$ cat config.mk
export PLATFORM = sky130hd
export DESIGN_NAME = debug_step_controller
export DESIGN_NICKNAME = d
export VERILOG_FILES = /design/src/rtl/debug_step_controller.sv
export SDC_FILE = /design/constraint.sdc
export NUM_CORES = 1
export LEC_CHECK = 0
export ABC_CLOCK_PERIOD_IN_PS = 4800
export CAP_MARGIN = 15
export CELL_PAD_IN_SITES_DETAIL_PLACEMENT = 0
export CELL_PAD_IN_SITES_GLOBAL_PLACEMENT = 1
export CORE_UTILIZATION = 42
export CTS_BUF_LIST = sky130_fd_sc_hd__clkbuf_8
export DETAILED_ROUTE_END_ITERATION = 16
export GPL_TIMING_DRIVEN = 0
export PLACE_DENSITY_LB_ADDON = 0.1
export SYNTH_ARGS = -nofsm -noshare
export SYNTH_HDL_FRONTEND = slang
export SYNTH_SLANG_ARGS = --single-unit
export TNS_END_PERCENT = 1
$ cat constraint.sdc
create_clock -name i_clk -period 4.8 [get_ports i_clk]
set_clock_uncertainty 0.2 [all_clocks]
set_input_delay 0.72 -clock i_clk [delete_from_list [all_inputs] [get_ports i_clk]]
set_output_delay 0.72 -clock i_clk [all_outputs]
set_load 0.005 [all_outputs]
$ cat src/rtl/debug_step_controller.sv
// debug_step_controller
//   Host-driven debug controller: free-run, single-step and register-file
//   dump over a byte-wide host link.
//   Ports:
//     i_clk, i_rst         clock, synchronous active-high reset
//     i_cmd, i_cmd_valid   command byte from host ('c' run, 's' step, 'r' dump)
//     o_cmd_ready          command accepted when valid & ready (IDLE/HALTED)
//     i_halt               halt instruction retired (honoured in RUN/STEP)
//     i_dbg_reg_data       register-file read data for o_dbg_reg_sel
//     o_dbg_reg_sel        register index being dumped (0 outside dump)
//     o_step               pipeline advance enable
//     o_tx_data/valid      dump byte stream to host, MSB first
//     i_tx_ready           host link ready
//     o_cycle_count        saturating count of stepped cycles
//     o_state              current FSM state encoding
module debug_step_controller #(
  parameter int unsigned NBITS = 32
) (
  input  logic             i_clk,
  input  logic             i_rst,
  input  logic [7:0]       i_cmd,
  input  logic             i_cmd_valid,
  output logic             o_cmd_ready,
  input  logic             i_halt,
  input  logic [NBITS-1:0] i_dbg_reg_data,
  output logic [4:0]       o_dbg_reg_sel,
  output logic             o_step,
  output logic [7:0]       o_tx_data,
  output logic             o_tx_valid,
  input  logic             i_tx_ready,
  output logic [31:0]      o_cycle_count,
  output logic [2:0]       o_state
);

  typedef enum logic [2:0] {
    IDLE      = 3'd0,
    RUN       = 3'd1,
    STEP      = 3'd2,
    DUMP_LOAD = 3'd3,
    DUMP_SEND = 3'd4,
    HALTED    = 3'd5
  } state_t;

  state_t      state, nxt_state;
  state_t      ret_state, nxt_ret;
  logic [4:0]  reg_idx, nxt_reg;
  logic [1:0]  byte_idx, nxt_byte;
  logic [31:0] buffer, nxt_buffer;
  logic [31:0] load_word;
  logic [7:0]  nxt_tx_byte;
  logic        cmd_fire, tx_fire;

  assign load_word = 32'(i_dbg_reg_data);
  assign cmd_fire  = i_cmd_valid && o_cmd_ready;
  assign tx_fire   = o_tx_valid && i_tx_ready;

  always_comb begin
    nxt_state  = state;
    nxt_ret    = ret_state;
    nxt_reg    = reg_idx;
    nxt_byte   = byte_idx;
    nxt_buffer = buffer;
    case (state)
      IDLE: begin
        if (cmd_fire) begin
          case (i_cmd)
            8'h63: nxt_state = RUN;
            8'h73: nxt_state = STEP;
            8'h72: begin
              nxt_state = DUMP_LOAD;
              nxt_ret   = IDLE;
              nxt_reg   = '0;
              nxt_byte  = '0;
            end
            default: nxt_state = IDLE;
          endcase
        end
      end
      RUN:  if (i_halt) nxt_state = HALTED;
      STEP: nxt_state = i_halt ? HALTED : IDLE;
      DUMP_LOAD: begin
        nxt_buffer = load_word;
        nxt_state  = DUMP_SEND;
      end
      DUMP_SEND: begin
        if (tx_fire) begin
          nxt_byte = byte_idx + 2'd1;
          if (byte_idx == 2'd3) begin
            if (reg_idx != 5'd31) begin
              nxt_reg   = reg_idx + 5'd1;
              nxt_state = DUMP_LOAD;
            end else begin
              nxt_state = ret_state;
            end
          end
        end
      end
      HALTED: begin
        if (cmd_fire && i_cmd == 8'h72) begin
          nxt_state = DUMP_LOAD;
          nxt_ret   = HALTED;
          nxt_reg   = '0;
          nxt_byte  = '0;
        end
      end
      default: nxt_state = IDLE;
    endcase
  end

  always_comb begin
    nxt_tx_byte = '0;
    case (nxt_byte)
      2'd0: nxt_tx_byte = nxt_buffer[31:24];
      2'd1: nxt_tx_byte = nxt_buffer[23:16];
      2'd2: nxt_tx_byte = nxt_buffer[15:8];
      2'd3: nxt_tx_byte = nxt_buffer[7:0];
      default: nxt_tx_byte = '0;
    endcase
  end

  // Outputs are registered from the next-state values so they line up with
  // the state register while still being Moore functions of it.
  always_ff @(posedge i_clk) begin
    if (i_rst) begin
      state         <= IDLE;
      ret_state     <= IDLE;
      reg_idx       <= '0;
      byte_idx      <= '0;
      buffer        <= '0;
      o_step        <= 1'b0;
      o_cmd_ready   <= 1'b1;
      o_tx_valid    <= 1'b0;
      o_tx_data     <= '0;
      o_dbg_reg_sel <= '0;
      o_cycle_count <= '0;
      o_state       <= IDLE;
    end else begin
      state         <= nxt_state;
      ret_state     <= nxt_ret;
      reg_idx       <= nxt_reg;
      byte_idx      <= nxt_byte;
      buffer        <= nxt_buffer;
      o_step        <= (nxt_state == RUN) || (nxt_state == STEP);
      o_cmd_ready   <= (nxt_state == IDLE) || (nxt_state == HALTED);
      o_tx_valid    <= (nxt_state == DUMP_SEND);
      o_tx_data     <= (nxt_state == DUMP_SEND) ? nxt_tx_byte : '0;
      o_dbg_reg_sel <= ((nxt_state == DUMP_LOAD) || (nxt_state == DUMP_SEND)) ? nxt_reg : '0;
      o_state       <= nxt_state;
      if (o_step && (o_cycle_count != '1))
        o_cycle_count <= o_cycle_count + 32'd1;
    end
  end

endmodule

==> results.yml <==
yosys:
  synth_nets: 492
  yosys.area_share.simple_pct: 24.1
  yosys_most_used_dff: "dfxtp_1"
  synth-edff-count: 0
  synth_xor_area_share_pct: 5.64
  synth_seq_area_share_pct: 43.4
  synth_area_um2: 4190
  ys_ff_latch: 91
  syn_inst: 444
  synth_top_family_by_area: "simple AND/OR/NAND/NOR gates"
  ys.warnings.count: 0
  syn_area_per_cell_um2: 9.44
  synth_compound_area_share_pct: 11.6
  async_flop_share_pct: 0
  synth_mux_area_share_pct: 9.79
  ys_types: 63
  synth_fa_ha_area_share_pct: 1.37
grt:
  grt_pass1_wl_um: 17000
  antenna_found_initial: 0
  grt_max_degree: 19
  grt_pass1_vias: 3452
  grt_overflow: 0
  gr-usage-all-layers_pct: 21.1
critical_path:
  critical-path-top-delay-family: "compound AO/OA/AOI/OAI gates"
  path_cells: "clkdlybuf4s50_1 -> nand3_1 -> a311o_1 -> a32oi_1 -> nand4bb_1 -> clkinv_1 -> o211a_1"
  start_kind: "primary input"
  crit_path_max_fanout: 9
  path_buf_inv: 2
  slowest_stage: "clkdlybuf4s50_1"
  cp.required_ns: 4.87
  crit_type: "primary input to register"
  crit_path_end_kind: "register"
  max_stage_delay_ns: 0.61
  worstPathArrival_ns: 2.95
sta:
  slew_violations: 0
  max_freq_mhz: 347
  post-route-period-util_pct: 60.0
  finalHoldViolations: 0
  worstMarginPinSlew_ns: 0.896
  fin_tns_setup_ns: 0
  rsz0062_at_grt: "false"
  maxSlewHeadroom_pct: 39.6
  finalCriticalPeriod_ns: 2.88
  setup_viol: 0
drt:
  vias: 3640
  ant_nets: 0
  post_drt_via_cell_ratio: 5.30
  drc: 0
  first_iter_violations: 74
  drt-total-wl_um: 10400
  wire_per_inst_um: 15.2
  first_pass_iters: 4
clock_network:
  clock_sinks: 91
  postCtsResizedCells: 0
  numCtsBuffers: 9
  clkLatencyLatePin_ns: 0.37
  clock_path_buffers: 2
  cts_tree: "built"
  clkTransAtPathRegs_ns: 0.10
  cts_max_level: 3
  hold_buffers: 0
  cts_setup_buffers: 0
  cts_root_buf: "clkbuf_8"
pwr:
  p_leak_nw: 2.24
  p_per_area_nw_per_um2: 243
  power_mw: 1.33
  ir_drop_uv: 137
finish:
  fill_cells: 953
  instances_no_fill: 687
  n_antenna_cell: 0
  syn2layout_area_growth_pct: 31.1
  utilization_pct: 56.5
  finalInstanceArea_um2: 5500
  drive_gt1_share_pct: 8.12
  final_net_count: 597
status:
  run_status: "complete, no violations"
floorplanning:
  io_pins: 96
  initial_core_util_pct: 43.1
  dieArea_um2: 10400
  die_x_um: 102
  die_h_um: 102
  rows: 36
  core_area_um2: 9730
placed_design:
  place.gp.congestion: 0.760
  place_hpwl_um: 7600
  dp.cells: 671
  io_buffers: 94
  dpl-instance-area_um2: 5300
job:
  drv_cap: 0
hold_path:
  hold_path_class: "register to register"
[layout make-up]
class | instances | area (um2) | area share (%)
clock inverters | 7 | 71.3 | 1.30
plain buffers | 23 | 139 | 2.53
clock buffers | 9 | 124 | 2.25
flip-flops and latches | 91 | 1820 | 33.2
inverters | 9 | 33.8 | 0.615
repair buffers | 94 | 941 | 17.1
multi-input cells | 321 | 2200 | 40.0
well taps | 133 | 166 | 3.03
[state kept, by name, indices dropped and copies added (netlist names), 2 cells and up]
register,flops
buffer,32
o_cycle_count,32
o_tx_data,8
state,3
byte_idx,2
o_dbg_reg_sel,5
reg_idx,5
[where the power goes]
part	leakage (nW)	internal, mW	total [mW]	switching (mW)
logic	1.41	0.0362	0.0596	0.0233
registers	0.733	0.755	0.755	0.000497
clock network	0.0926	0.203	0.519	0.317
total	2.24	0.994	1.33	0.341
[logic make-up after synthesis]
kind of cell             after synthesis
AO/OA/AOI/OAI                         62
XOR/XNOR                              27
adder cells (fa/ha/maj)                5
buffers and inverters                 32
flip-flops                            91
multiplexers                          41
AND/OR/NAND/NOR                      186
[routing by layer]
layer	GRT usage, %	vias up	part of all wire, %
met3	4.04	13	5.1
li1	-	1810	-
met2	34.7	98	47
met5	0	-	0
met4	7.36	0	1.3
met1	27.8	1719	46
[worst register-to-register path, cell delays in order, from the launching register on]
cell and delay [ns]:
dfxtp_1 0.35, ha_1 0.24, and3_1 0.22, a311o_1 0.37, a32oi_1 0.40, nand4bb_1 0.21, clkinv_1 0.26, o211a_1 0.20
[Yosys cell counts (all sizes together), types with 3 or more instances]
master | number | area share (%)
a21oi | 10 | 1.2
a22oi | 3 | 0.54
a32oi | 9 | 2.1
and3 | 15 | 2.2
and4 | 3 | 0.63
buf | 13 | 2.4
clkbuf | 10 | 0.90
dfxtp | 91 | 43
ha | 3 | 0.90
inv | 8 | 0.72
mux2i | 41 | 9.8
nand2 | 14 | 1.3
nand3 | 23 | 3.3
nand4 | 14 | 2.2
nor2 | 76 | 6.8
nor2b | 4 | 0.60
nor3 | 10 | 1.2
nor3b | 3 | 0.81
nor4 | 3 | 0.95
o211a | 8 | 1.9
o21ai | 13 | 1.6
o31ai | 3 | 0.54
or2 | 3 | 0.45
or3 | 6 | 0.90
xnor2 | 10 | 2.1
xor2 | 17 | 3.6
[stage by stage]
step	setup slack (ns)	hold WS (ns)
2_1_floorplan	2.40	0.259
3_3_place_gp	1.58	0.270
3_5_place_dp	1.55	0.282
4_1_cts	1.94	0.308
5_1_grt	1.82	0.321
6_report	1.92	0.298
[final timing paths]
path,to,slack (ns),cells past startpoint,startpoint
setup reg to reg,o_tx_data[4]$_SDFF_PP0_,2.24,7,reg_idx[0]$_SDFF_PP0_
setup / recovery,o_tx_data[4]$_SDFF_PP0_,1.92,7,i_tx_ready
hold reg to reg,buffer[21]$_SDFF_PP0_,0.30,2,buffer[21]$_SDFF_PP0_
hold / removal,buffer[21]$_SDFF_PP0_,0.30,2,buffer[21]$_SDFF_PP0_
[placed cells by master (no fill, tap or decap), drive strengths merged, types with 4 or more instances in the layout]
cell type / count
clkdlybuf4s50: 94
dfxtp: 91
nor2: 76
mux2i: 41
nand3: 23
clkbuf: 19
xor2: 17
and3: 15
nand2: 14
nand4: 14
o21ai: 13
buf: 13
inv: 11
nor3: 10
xnor2: 10
a21oi: 10
a32oi: 9
o211a: 8
or3: 6
nor2b: 4
Power figures use the tool's default switching activity.
